### src/rtl/slurm32_cpu_memory_access.sv
// rtl/slurm32_cpu_memory_access.sv - load/store bus master stage with req/ack handshake and timeout abort
module slurm32_cpu_memory_access #(
    parameter int BITS           = 32,
    parameter int ADDRESS_BITS   = 32,
    parameter int TIMEOUT_CYCLES = 255
) (
    input  logic                    CLK,
    input  logic                    RSTb,
    input  logic                    load_memory,
    input  logic                    store_memory,
    input  logic [ADDRESS_BITS-1:0] load_store_address,
    input  logic [BITS-1:0]         memory_out,
    input  logic [3:0]              memory_mask,
    input  logic                    load_signed,
    output logic                    stall,
    output logic                    load_valid,
    output logic [BITS-1:0]         load_data,
    output logic                    bus_error,
    output logic                    bus_req,
    output logic                    bus_wr,
    output logic [ADDRESS_BITS-1:0] bus_addr,
    output logic [BITS-1:0]         bus_wdata,
    output logic [3:0]              bus_mask,
    input  logic                    bus_ack,
    input  logic [BITS-1:0]         bus_rdata
);

    typedef enum logic [1:0] {
        IDLE = 2'd0,
        REQ  = 2'd1,
        DONE = 2'd2
    } state_t;

    localparam logic [ADDRESS_BITS-1:0] WORD_ALIGN = {{(ADDRESS_BITS-2){1'b1}}, 2'b00};

    state_t     state;
    logic [7:0] count;
    logic       signed_q;
    logic       request;

    assign request = load_memory | store_memory;

    // Right-justify the enabled lanes of a returned word and extend to full width.
    // Irregular masks pass the word through untouched.
    function automatic logic [BITS-1:0] extract(input logic [BITS-1:0] w,
                                                input logic [3:0]      m,
                                                input logic            s);
        logic [BITS-1:0] r;
        r = w;
        case (m)
            4'b0001: r = {{(BITS-8){s & w[7]}},   w[7:0]};
            4'b0010: r = {{(BITS-8){s & w[15]}},  w[15:8]};
            4'b0100: r = {{(BITS-8){s & w[23]}},  w[23:16]};
            4'b1000: r = {{(BITS-8){s & w[31]}},  w[31:24]};
            4'b0011: r = {{(BITS-16){s & w[15]}}, w[15:0]};
            4'b1100: r = {{(BITS-16){s & w[31]}}, w[31:16]};
            default: r = w;
        endcase
        return r;
    endfunction

    // Pipeline hold: follows the request in IDLE, forced while the bus is busy, released in DONE.
    always_comb begin
        stall = 1'b0;
        case (state)
            IDLE:    stall = request;
            REQ:     stall = 1'b1;
            default: stall = 1'b0;
        endcase
    end

    // Transaction FSM with registered bus fields and writeback pulses.
    always_ff @(posedge CLK or negedge RSTb) begin
        if (!RSTb) begin
            state      <= IDLE;
            count      <= 8'd0;
            signed_q   <= 1'b0;
            bus_req    <= 1'b0;
            bus_wr     <= 1'b0;
            bus_addr   <= '0;
            bus_wdata  <= '0;
            bus_mask   <= 4'b0000;
            load_valid <= 1'b0;
            load_data  <= '0;
            bus_error  <= 1'b0;
        end else begin
            load_valid <= 1'b0;
            bus_error  <= 1'b0;
            case (state)
                IDLE: begin
                    if (request) begin
                        if (memory_mask != 4'b0000) begin
                            bus_req   <= 1'b1;
                            bus_wr    <= store_memory;
                            bus_addr  <= load_store_address & WORD_ALIGN;
                            bus_wdata <= memory_out;
                            bus_mask  <= memory_mask;
                            signed_q  <= load_signed;
                            count     <= 8'(TIMEOUT_CYCLES);
                            state     <= REQ;
                        end else begin
                            // Nothing to transfer: retire with an all-zero word.
                            if (!store_memory) begin
                                load_valid <= 1'b1;
                                load_data  <= '0;
                            end
                            state <= DONE;
                        end
                    end
                end
                REQ: begin
                    if (bus_ack) begin
                        // An ack on the last permitted cycle still wins over the abort.
                        bus_req <= 1'b0;
                        state   <= DONE;
                        if (!bus_wr) begin
                            load_valid <= 1'b1;
                            load_data  <= extract(bus_rdata, bus_mask, signed_q);
                        end
                    end else if (count <= 8'd1) begin
                        bus_req   <= 1'b0;
                        bus_error <= 1'b1;
                        state     <= DONE;
                        if (!bus_wr) begin
                            load_valid <= 1'b1;
                            load_data  <= extract('1, bus_mask, signed_q);
                        end
                    end else begin
                        count <= count - 8'd1;
                    end
                end
                // Request inputs still show the retiring instruction here; ignore them.
                DONE:    state <= IDLE;
                default: state <= IDLE;
            endcase
        end
    end

endmodule
### config.mk
export PLATFORM = sky130hd
export DESIGN_NAME = slurm32_cpu_memory_access
export DESIGN_NICKNAME = d
export VERILOG_FILES = /design/src/rtl/slurm32_cpu_memory_access.sv
export SDC_FILE = /design/constraint.sdc
export NUM_CORES = 1
export LEC_CHECK = 0
export BUFFER_PORTS_ARGS = -buffer_cell sky130_fd_sc_hd__buf_2
export CORE_MARGIN = 2
export CORE_UTILIZATION = 49
export DETAILED_ROUTE_END_ITERATION = 7
export PLACE_DENSITY = 0.8
export SLEW_MARGIN = 20
export SYNTH_ARGS = -nofsm -noshare
export SYNTH_HDL_FRONTEND = slang
export SYNTH_SLANG_ARGS = --single-unit
### constraint.sdc
create_clock -name CLK -period 3.1 [get_ports CLK]
set_input_delay 0.62 -clock CLK [delete_from_list [all_inputs] [get_ports CLK]]
set_output_delay 0.62 -clock CLK [all_outputs]
set_load 0.01 [all_outputs]
==> impl_metrics.py, run 1 <==
metrics = {
    "clock_tree": {
        "cts-htree-levels": 4,
        "cts-root-buf": "clkbuf_8",
        "clkTransAtPathRegs_ns": 0.06,
        "tritoncts": "built",
        "cts_buffers": 17,
        "clkSinkCount": 113,
        "cts_resized": 0,
        "cts_hold_buf": 0,
        "clock_latency_ns": 0.52,
        "cts.path.max_buffers": 2,
        "post-cts-setup-buffers": 0,
    },
    "timing": {
        "clock_skew_ns": 0.00835,
        "relSlewSlack_pct": 25.5,
        "finalCriticalPeriod_ns": 2.77,
        "drv_slew": 0,
        "fin_crit_sh_pct": 89.3,
        "fin_ws_ns": 0.332,
        "rsz0062_at_grt": "no",
        "fmax_mhz": 361,
        "worst_slew_pin_slew_ns": 1.11,
        "hold_viol": 0,
        "setup_violations": 0,
        "setup-tns-final_ns": 0,
    },
    "setup_path": {
        "critPathBufInv": 0,
        "worstPathCellList": "nor2_1 > xor2_1 > a21oi_1 > nor2_1 > o31ai_1",
        "cp-startpoint": "bus_mask[2]",
        "reg2reg_from": "bus_mask[2]",
        "reg2reg_slack_ns": 0.33,
        "crit_top_cell": "nor2_1",
        "critPathSlowestCell": "nor2_1",
        "critPathMaxStageDelay_ns": 0.84,
        "critPathTopFamily": "simple AND/OR/NAND/NOR gates",
        "cp_max_fo": 16,
        "cp-start-kind": "flip-flop",
        "cp.arrival_ns": 3.11,
        "cp.required_ns": 3.44,
        "crit_type": "flip-flop to flip-flop",
        "worstSetupEndpointType": "flip-flop",
    },
    "die": {
        "fp.dieH_um": 107,
        "die_x_um": 107,
        "rows": 37,
        "initial_core_util_pct": 50.3,
        "die-area_mm2": 0.0114,
        "top_level_ports": 211,
        "core_mm2": 0.0103,
    },
    "logic_synthesis": {
        "ys_ff_latch": 113,
        "postSynthCellCount": 572,
        "synth_flop_cell": "dfrtp_1",
        "synth-edff-count": 0,
        "synth_most_common_cell": "nand2_1",
        "synth.distinct_cells": 50,
        "synthTopCellsByArea": "dfrtp_1 54%, nand2_1 16%, a22o_1 2.9%",
        "ys_seq_area_share_pct": 54.4,
        "yosys.area.top_type": "dfrtp_1",
        "synth_area_per_cell_um2": 9.08,
        "yosysWarnings": 0,
        "synth_top_area_share_pct": 54.4,
        "syn_area_mm2": 0.00519,
        "synth_commonest_cells": "224 x nand2_1, 113 x dfrtp_1, 28 x clkbuf_1, 28 x o21ai_0, 19 x a21oi_1",
        "synthArstFlopShare_pct": 100,
    },
    "placement": {
        "dp_worst_setup_slack_ns": 0.427,
        "gp_congestion": 1.01,
        "dp_cells": 890,
        "port_buffers": 206,
        "dp_hpwl_um": 10500,
    },
    "route": {
        "drc": 0,
        "wl_per_cell_um": 16.0,
        "vias_per_cell": 5.42,
        "wirelength_um": 14800,
        "drt_iter0_drc": 337,
        "firstDrtPassIters": 5,
        "via_count": 5007,
        "postRouteAntennaNets": 0,
    },
    "global_route": {
        "grt_max_degree": 71,
        "grt_pass1_wl_um": 23300,
        "gr-usage-all-layers_pct": 26.2,
        "grt_pass1_vias": 4793,
        "overflow": 0,
        "antenna_found_initial": 3,
    },
    "power": {
        "p_per_area_mw_per_mm2": 1100,
        "p_leak_uw": 0.00364,
        "irDropWorstVdd_v": 0.000629,
    },
    "run": {
        "maxCapViolCount": 0,
    },
    "layout": {
        "area_delta_synth_final_pct": 33.3,
        "multi_input_area_mm2": 0.00216,
        "drive_gt1_share_pct": 32.8,
        "layoutNonFillerInstCount": 924,
        "regArea_mm2": 0.00283,
        "nets": 881,
        "fill_cells": 839,
    },
    "worst_hold_path": {
        "hp-class": "primary input to asynchronous set/reset pin",
    },
    "status": {
        "outcome": "complete, no violations",
    },
}
## cells by family (layout without fill, tap and decap cells)
| logic type | Yosys count | in the layout | share of synthesized area (%) |
|---|---|---|---|
| AOI/OAI and AO/OA | 119 | 119 | 16.7 |
| DFF | 113 | 113 | 54.4 |
| other | 1 | 4 | 0.0722 |
| buffers and inverters | 45 | 258 | 4.19 |
| and+or+nand+nor | 286 | 286 | 23.1 |
| xor gates and xnor gates | 6 | 6 | 1.01 |
| adders and majority gates | 2 | 2 | 0.482 |
## power by group
group          switching (uW)  total (uW)  internal [uW]  leakage (uW)
logic                    1920        3140           1210       0.00201
clock network             699        1910           1210      0.000265
registers                 436        2590           2150       0.00137
## flip-flops by register name, summed over array words and instances (netlist names)
name / count
load_valid: 1
bus_req: 1
bus_wr: 1
bus_wdata: 32
bus_mask: 4
bus_addr: 30
count: 8
state: 2
signed_q: 1
load_data: 32
bus_error: 1
## placed cells by master, fill, tap and decap left out, drive strengths merged, types with 3 or more instances in the layout
cell type  count
a211oi         7
dfrtp        113
a221o          8
nand3         13
o31ai         16
o21ai         30
nand2        224
a31oi          3
buf          219
nor2          17
nor3b          4
a22o          17
clkinvlp       7
a21oi         19
inv            8
nor3           6
clkbuf        21
and3b          4
or4            3
a22oi          7
xnor2          4
nor4           4
## final timing paths
kind	endpoint	cells after the start
setup / recovery	load_data[26]	5
hold / removal	load_data[4]	1
setup reg to reg	load_data[26]	5
hold reg to reg	bus_addr[25]	2
max in group asynchronous	bus_wdata[7]	2
min in group CLK	bus_addr[17]	3
## cell type report
cell class,instances,area share (%)
antenna,2,0.0723
clock inverter,11,1.88
tap,136,2.46
inverter,7,0.380
clock buffer,21,6.63
sequential,113,40.8
multi-input combinational,415,31.2
timing repair buffer,219,16.5
## per-layer routing
metal / vias to the layer above / global-route usage, % / wire length (um)
met2: 254 / 41.8 / 7030
li1: 2354 / - / -
met5: - / 0 / 12
met1: 2361 / 32.2 / 5880
met3: 36 / 9.30 / 1460
met4: 2 / 11.9 / 423
## metrics by stage
step | total power (uW) | area [um^2] | hold WS [ns] | util, %
floorplan | 4500 | 5200 | 0.324 | -
global placement | 5600 | 6330 | 0.454 | 61.3
CTS | 7680 | 6920 | 0.0955 | 67.0
global route | 8160 | 6920 | 0.128 | 67.0
finish | 7640 | 6920 | 0.104 | 67.1
detailed placement | 5740 | 6330 | 0.458 | 61.3
No activity file was read; power rests on OpenSTA's default activity.
==> inputs of run 2 (changes only) <==
==> constraint.sdc (replaced) <==
create_clock -name CLK -period 3.1 [get_ports CLK]
set_input_delay 0.155 -clock CLK [delete_from_list [all_inputs] [get_ports CLK]]
set_output_delay 0.155 -clock CLK [all_outputs]
set_load 0.01 [all_outputs]
==> run 2 against run 1 <==
Compared with the run above:
- register-to-register slack improved by 0.33 ns
- global-route usage increased by 4.8 points
- worst setup slack better by 0.33 ns
- non-clock buffer count increased by 79
- first-iteration DRC count grew 9.5%
- sequential power increased by 2%
- design area up 11%
- critical path depth grew 1
- sequential cell count did not move
- wire length is 18% higher
- worst hold slack got worse by 0.092 ns
- largest cell class unchanged
- highest routed layer is now met4
==> impl_metrics.py, run 2 (synthesis results as in run 1) <==
metrics = {
    "power": {
        "irDropWorstVdd_v": 0.000642,
        "p_per_area_mw_per_mm2": 1030,
        "p_leak_uw": 0.00398,
    },
    "route": {
        "vias_per_cell": 5.50,
        "firstDrtPassIters": 6,
        "drt_iter0_drc": 369,
        "drc": 0,
        "wirelength_um": 17400,
        "wl_per_cell_um": 17.4,
        "via_count": 5505,
        "postRouteAntennaNets": 0,
    },
    "die": {
        "rows": 37,
        "initial_core_util_pct": 50.3,
        "top_level_ports": 211,
        "die-area_mm2": 0.0114,
        "fp.dieH_um": 107,
        "die_x_um": 107,
        "core_mm2": 0.0103,
    },
    "clock_tree": {
        "cts-root-buf": "clkbuf_8",
        "tritoncts": "built",
        "clkTransAtPathRegs_ns": 0.06,
        "clkSinkCount": 113,
        "cts_buffers": 17,
        "cts_resized": 0,
        "cts.path.max_buffers": 2,
        "clock_latency_ns": 0.52,
        "cts-htree-levels": 4,
    },
    "setup_path": {
        "critPathMaxStageDelay_ns": 0.67,
        "crit_type": "flip-flop to flip-flop",
        "cp-start-kind": "flip-flop",
        "worstPathCellList": "nor2_1 > xor2_1 > a2111oi_4 > buf_4 > a21oi_1 > o31ai_1",
        "critPathSlowestCell": "nor2_1",
        "worstSetupEndpointType": "flip-flop",
        "cp_max_fo": 16,
        "cp.arrival_ns": 2.85,
        "cp.required_ns": 3.52,
    },
    "placement": {
        "dp_hpwl_um": 10900,
        "dp_worst_setup_slack_ns": 0.754,
        "port_buffers": 206,
        "dp_cells": 892,
        "gp_congestion": 0.949,
        "dpl_cell_area_mm2": 0.00634,
    },
    "layout": {
        "final_util_pct": 74.6,
        "diodes": 0,
        "nets": 960,
        "final_common_cell": "nand2_1",
        "area_delta_synth_final_pct": 48.2,
        "final_cell_mix": "224 x nand2_1, 205 x buf_2, 113 x dfrtp_1",
        "final_area_mm2": 0.00770,
        "layoutNonFillerInstCount": 1001,
        "reg_top3": "bus_wdata: 32 flops, load_data: 32 flops, bus_addr: 30 flops",
        "drive_gt1_share_pct": 30.2,
        "fill_cells": 710,
    },
    "timing": {
        "setup-tns-final_ns": 0,
        "clock_skew_ns": 0.00616,
        "fin_ws_ns": 0.667,
        "relSlewSlack_pct": 41.7,
        "fin_crit_sh_pct": 78.5,
        "setup_violations": 0,
        "hold_viol": 0,
        "fmax_mhz": 411,
        "rsz0062_at_grt": "no",
        "worst_slew_pin_slew_ns": 0.869,
        "drv_slew": 0,
        "finalCriticalPeriod_ns": 2.43,
    },
    "global_route": {
        "antenna_found_initial": 0,
        "gr-usage-all-layers_pct": 31.1,
        "grt_pass1_vias": 5567,
        "grt_max_degree": 69,
        "overflow": 0,
        "grt_pass1_wl_um": 27600,
    },
    "status": {
        "outcome": "complete, no violations",
    },
    "worst_hold_path": {
        "hp-class": "primary input to flip-flop",
    },
    "run": {
        "maxCapViolCount": 0,
    },
}
-- run 2: metrics by stage --
step	hold slack [ns]	total power (uW)
6_report	0.0121	7900
3_5_place_dp	0.204	5780
5_1_grt	0.0279	8390
2_1_floorplan	-0.141	4500
4_1_cts	0.00370	7780
3_3_place_gp	0.198	5640
-- run 2: path summary, 6_finish.rpt --
path / from / end / slack, ns / depth (start not counted)
hold / removal: bus_rdata[21] / load_data[21] / 0.01 / 3
min in group asynchronous: RSTb / load_data[0] / 0.19 / 2
setup reg to reg: bus_mask[1] / load_data[19] / 0.67 / 6
hold reg to reg: bus_wdata[27] / bus_wdata[27] / 0.47 / 2
setup / recovery: bus_mask[1] / load_data[19] / 0.67 / 6
max in group asynchronous: RSTb / bus_wdata[2] / 2.15 / 3
-- run 2: layer usage --
layer | wire length, um | vias to the layer above | global-route usage [%]
li1 | - | 2518 | -
met1 | 6810 | 2637 | 37.7
met2 | 8610 | 298 | 51.1
met3 | 1430 | 52 | 8.69
met4 | 554 | 0 | 14.9
met5 | 0 | - | 0
-- run 2: timing repair --
action | CTS | global route
hold endpoints to repair | 120 | 0
hold buffers | 77 | 0
buffers inserted | 0 | 0
-- run 2: cell type report --
| cell class | instances | area, um^2 | area share (%) |
|---|---|---|---|
| clock buffers | 18 | 428 | 5.56 |
| clock inverters | 14 | 156 | 2.03 |
| inverters | 7 | 26.3 | 0.341 |
| multi-input cells | 415 | 2160 | 28.1 |
| flip-flops and latches | 113 | 2830 | 36.7 |
| well taps | 136 | 170 | 2.21 |
| repair buffers | 298 | 1930 | 25.1 |
-- run 2: critical path: cells and delay by family, from the launching register on --
| kind | cells | cell delay [ns] |
|---|---|---|
| and+or+nand+nor | 1 | 0.67 |
| AOI/OAI and AO/OA | 3 | 0.61 |
| DFF | 1 | 0.49 |
| xor gates and xnor gates | 1 | 0.29 |
| buffers and inverters | 1 | 0.28 |
-- run 2: power breakdown --
group	internal (uW)	leakage [uW]	switching [uW]
registers	2150	0.00137	485
clock network	1170	0.000274	736
logic	1300	0.00234	2050
total	4630	0.00398	3270
